**config.mk**
```make
export PLATFORM = sky130hd
export DESIGN_NAME = req_ack_responder
export DESIGN_NICKNAME = d
export VERILOG_FILES = /design/src/rtl/req_ack_responder.sv
export SDC_FILE = /design/constraint.sdc
export NUM_CORES = 1
export LEC_CHECK = 0
export CORE_MARGIN = 2
export CORE_UTILIZATION = 52
export DETAILED_ROUTE_END_ITERATION = 8
export PLACE_DENSITY = 0.78
export REMOVE_ABC_BUFFERS = 1
export SLEW_MARGIN = 20
export SYNTH_ARGS = -nofsm -noshare
export SYNTH_HDL_FRONTEND = slang
export SYNTH_SLANG_ARGS = --single-unit
```
**constraint.sdc**
```tcl
create_clock -name clk -period 2.4 [get_ports clk]
set_input_delay 0.48 -clock clk [delete_from_list [all_inputs] [get_ports clk]]
set_output_delay 0.48 -clock clk [all_outputs]
set_load 0.02 [all_outputs]
```
**src/rtl/req_ack_responder.sv**
```systemverilog
// Responder side of a single-bit req/ack handshake. Each request is acked or nacked
// one cycle later. Accepted payloads are queued for a valid/ready consumer.
module req_ack_responder #(
  parameter int DATA_W = 8,
  parameter int DEPTH  = 4,
  parameter int CNT_W  = 8
) (
  input  logic                     clk,
  input  logic                     rst_n,
  input  logic                     req,
  input  logic [DATA_W-1:0]        req_data,
  output logic                     ack,
  output logic                     nack,
  output logic                     out_valid,
  output logic [DATA_W-1:0]        out_data,
  input  logic                     out_ready,
  output logic [$clog2(DEPTH):0]   level,
  output logic [CNT_W-1:0]         ack_cnt,
  output logic [CNT_W-1:0]         nack_cnt
);

  localparam int PTR_W = $clog2(DEPTH);
  localparam int LVL_W = PTR_W + 1;

  typedef enum logic [1:0] {
    ST_IDLE = 2'd0,
    ST_ACK  = 2'd1,
    ST_NACK = 2'd2
  } state_t;

  state_t              state_q;
  state_t              state_d;
  logic [DATA_W-1:0]   mem [DEPTH];
  logic [PTR_W-1:0]    rd_ptr;
  logic [PTR_W-1:0]    wr_ptr;
  logic [LVL_W-1:0]    level_q;
  logic [CNT_W-1:0]    ack_cnt_q;
  logic [CNT_W-1:0]    nack_cnt_q;
  logic                pop;
  logic                space;
  logic                push;

  // Handshake: req is sampled on every rising edge and answered exactly one edge
  // later with ack (payload queued) or nack (queue full, payload dropped). The
  // consumer port pops on any edge where out_valid and out_ready are both high.
  assign pop   = out_valid && out_ready;
  assign space = (level_q < LVL_W'(DEPTH)) || pop;
  assign push  = req && space;

  // Response FSM: state register
  always_ff @(posedge clk or negedge rst_n) begin
    if (!rst_n) begin
      state_q <= ST_IDLE;
    end else begin
      state_q <= state_d;
    end
  end

  // Response FSM: next state depends only on this edge's request and space
  always_comb begin
    state_d = ST_IDLE;
    if (req) begin
      state_d = space ? ST_ACK : ST_NACK;
    end
  end

  // Response FSM: outputs
  always_comb begin
    ack  = 1'b0;
    nack = 1'b0;
    case (state_q)
      ST_ACK:  ack  = 1'b1;
      ST_NACK: nack = 1'b1;
      default: begin
        ack  = 1'b0;
        nack = 1'b0;
      end
    endcase
  end

  // Payload storage is not reset; only pointers and occupancy define validity
  always_ff @(posedge clk) begin
    if (push) begin
      mem[wr_ptr] <= req_data;
    end
  end

  // DEPTH is a power of two, so pointers wrap naturally at their width
  always_ff @(posedge clk or negedge rst_n) begin
    if (!rst_n) begin
      rd_ptr  <= '0;
      wr_ptr  <= '0;
      level_q <= '0;
    end else begin
      if (push) begin
        wr_ptr <= wr_ptr + PTR_W'(1);
      end
      if (pop) begin
        rd_ptr <= rd_ptr + PTR_W'(1);
      end
      case ({push, pop})
        2'b10:   level_q <= level_q + LVL_W'(1);
        2'b01:   level_q <= level_q - LVL_W'(1);
        default: level_q <= level_q;
      endcase
    end
  end

  // Statistics saturate at all-ones instead of wrapping
  always_ff @(posedge clk or negedge rst_n) begin
    if (!rst_n) begin
      ack_cnt_q  <= '0;
      nack_cnt_q <= '0;
    end else begin
      if (state_d == ST_ACK && ack_cnt_q != '1) begin
        ack_cnt_q <= ack_cnt_q + CNT_W'(1);
      end
      if (state_d == ST_NACK && nack_cnt_q != '1) begin
        nack_cnt_q <= nack_cnt_q + CNT_W'(1);
      end
    end
  end

  assign out_valid = (level_q != '0);
  assign out_data  = mem[rd_ptr];
  assign level     = level_q;
  assign ack_cnt   = ack_cnt_q;
  assign nack_cnt  = nack_cnt_q;

endmodule

```
==> results of run 1 <==
-- area by class of cell --
type	instances	area [µm²]	area share, %
Clock buffer	11	131	4.17
Clock inverter	5	23.8	0.754
Inverter	8	30.0	0.952
Multi-Input combinational cell	94	867	27.5
Sequential cell	57	1590	50.3
Tap cell	54	67.6	2.14
Timing Repair Buffer	47	447	14.2
-- synth_stat cells, types with 6 or more instances --
library cell / number
inv_1: 6
nand2_1: 6
dfrtp_1: 25
mux2_1: 8
nand4_1: 6
xnor2_1: 6
mux4_2: 8
and3_1: 6
edfxtp_1: 32
ha_1: 7
-- metal layers --
metal / vias up / wire length [µm] / track usage [%]
met5: - / 0 / 0
met4: 0 / 97 / 10.9
met3: 8 / 217 / 5.08
met2: 46 / 2250 / 30.1
met1: 764 / 1940 / 23.6
li1: 728 / - / -
-- sequential cells by signal (all words and copies together), names as in the netlist --
name,count
mem,32
rd_ptr,2
wr_ptr,2
ack_cnt,8
level,3
state_q,2
nack_cnt,8
-- repair_timing --
action                                  in CTS  in global routing
resized for setup                            7                  1
endpoints found under the setup margin       7                  1
hold buffers                                 0                  0
-- worst max path at each step --
stage	end	start	slack (ns)	depth (start not counted)
after floorplan	level[2]	level[2]	0.36	8
after global placement	level[2]	out_ready	0.17	9
after detailed placement	level[2]	out_ready	0.07	9
after CTS	out_data[3]	rd_ptr[1]	0.002	2
after global routing	out_data[3]	rd_ptr[0]	0.02	3
final	out_data[3]	rd_ptr[0]	0.07	3
-- power breakdown --
part | switching [µW] | total, µW | internal, µW | leakage, µW
combinational | 739 | 1460 | 721 | 0.000565
sequential | 253 | 1550 | 1300 | 0.000603
clock | 347 | 710 | 363 | 0.0000843
-- cell families (layout without fill, tap and decap cells) --
group,after synthesis,count (layout),share of synthesized area [%]
XOR/XNOR,10,10,3.50
buffers and inverters,12,71,2.05
AND/OR/NAND/NOR,42,42,10.6
multiplexers,16,16,10.8
AO/OA/AOI/OAI,18,18,5.39
flip-flops,57,57,63.3
adder cells (fa/ha/maj),8,8,4.30
-- through the flow --
stage                     utilization, %  power [µW]  cells  setup slack [ns]  instance area (µm²)
final                               67.2        3720    276            0.0722                 3150
after global routing                67.2        3970    276            0.0231                 3150
after CTS                           67.2        3780    276           0.00203                 3150
after detailed placement            64.1        3110    260            0.0740                 3010
after global placement              64.1        3030    260             0.169                 3010
after floorplan                        -        2410    159             0.363                 2480
==> metrics.csv, run 1 <==
stage,metric,value,unit
timing,tns,0,ns
worst_setup_path,rrSetupSlack,0.58,ns
synthesis,synth_top_area_share,38.4,%
synthesis,synthCells,163,
floorplanning,start_util,53.4,%
clock_network,cts_setup_buffers,0,
global_route,overflow,0,
timing,skew,0.00826,ns
clock_network,clk_path_buf_depth,2,
global_route,grtUsageTotal,19.0,%
outcome,status,completed,
worst_setup_path,slowest_stage,clkdlybuf4s50_1,
clock_network,tritoncts,yes,
floorplanning,dieHeight,73.4,µm
synthesis,postSynthAreaPerCell,15.4,µm²
timing,maxSlewViolCount,0,
worst_setup_path,path_buf_inv,2,
global_route,grt_max_degree,26,
synthesis,ys.flop_type,edfxtp_1,
timing,period_share,97.0,%
synthesis,synth_top_cell_by_area,edfxtp_1,
worst_setup_path,cp-end-kind,output pin,
worst_setup_path,required,1.92,ns
power,peakVddDrop,0.787,mV
floorplanning,rows,25,
global_route,grt_pass1_wl,7.34,mm
clock_network,insertion_delay,0.32,ns
timing,timing.slew.headroom,70.1,%
synthesis,synth_area,0.00250,mm²
routing,dr_total_vias,1546,
clock_network,cts.htree.levels,3,
synthesis,synthDistinctLibCells,41,
global_route,antenna_found_initial,0,
clock_network,cts_num_sinks,57,
timing,worst_pin_slew,0.449,ns
routing,drtIter0Drc,64,
synthesis,yosysSeqAreaShare,63.3,%
layout,fill_cells,348,
flow_run,maxCapViolations,0,
clock_network,cts.clk_slew.worst_paths,0.06,ns
synthesis,ys_warn_count,0,
worst_setup_path,cp_top_family,buffers and inverters,
clock_network,cts_made_buffers,9,
worst_setup_path,path_class,reg2out,
worst_setup_path,max_stage_delay,0.56,ns
worst_setup_path,cp-start-kind,flip-flop,
routing,routedWlPerCell,16.3,µm
routing,drt_pre_antenna_iters,4,
global_route,grt_pass1_vias,1534,
layout,layout_commonest_cell,clkdlybuf4s50_1,
routing,vias_per_cell,5.60,
worst_setup_path,r2r-start,level[2],
synthesis,synth-async-reset-ratio,43.9,%
clock_network,cts-root-buf,clkbuf_8,
layout,nNetsFinal,237,
layout,areaGrowthSynthToFinish,25.9,%
power,p_per_area,1180,mW/mm²
worst_setup_path,ff2ff_path_depth,7,
floorplanning,die_area,0.00539,mm²
hold_path,min_path_type,in2async,
synthesis,synth_edf_count,32,
routing,ant_nets,0,
routing,route.detailed.drc,0,
timing,fmax,430,MHz
placed_design,io_buffers,41,
floorplanning,fp.dieW,73.4,µm
timing,finalSetupViolations,0,
floorplanning,io_pins,42,
timing,period_minus_slack,2.33,ns
worst_setup_path,r2r-end,level[2],
power,p_leak,0.00125,µW
synthesis,synth_seq_cells,57,
timing,rsz0062_at_grt,false,
worst_setup_path,crit_fanout,3,
timing,hold_slack,0.515,ns
timing,hold_violations,0,
worst_setup_path,crit_path_cell_trace,buf_4 -> mux4_2 -> clkdlybuf4s50_1,
worst_setup_path,critical_path_arrival,1.85,ns
layout,antennaDiodeCount,0,
synthesis,synthTopCellsByArea,"edfxtp_1 (38%), dfrtp_1 (25%), mux4_2 (7.2%)",
placed_design,gp_congestion,0.780,
layout,layout_common_cells,"clkdlybuf4s50_1 (34), edfxtp_1 (32), dfrtp_1 (24), clkbuf_8 (9)",
placed_design,dp_hpwl,3.12,mm
floorplanning,core,0.00469,mm²
layout,layout-drive-gt1-share,16.7,%
routing,finalWirelength,4.50,mm
Note: power is estimated with default switching activity, not from simulation.
==> run 2, diff against run 1 <==
--- a/config.mk
+++ b/config.mk
@@ -5,8 +5,10 @@
 export SDC_FILE = /design/constraint.sdc
 export NUM_CORES = 1
 export LEC_CHECK = 0
+export CAP_MARGIN = 20
 export CORE_MARGIN = 2
 export CORE_UTILIZATION = 52
+export CTS_CLUSTER_SIZE = 28
 export DETAILED_ROUTE_END_ITERATION = 8
 export PLACE_DENSITY = 0.78
 export REMOVE_ABC_BUFFERS = 1
==> results of run 2 <==
The final DEF is identical to that of run 1; final timing and power are the same.
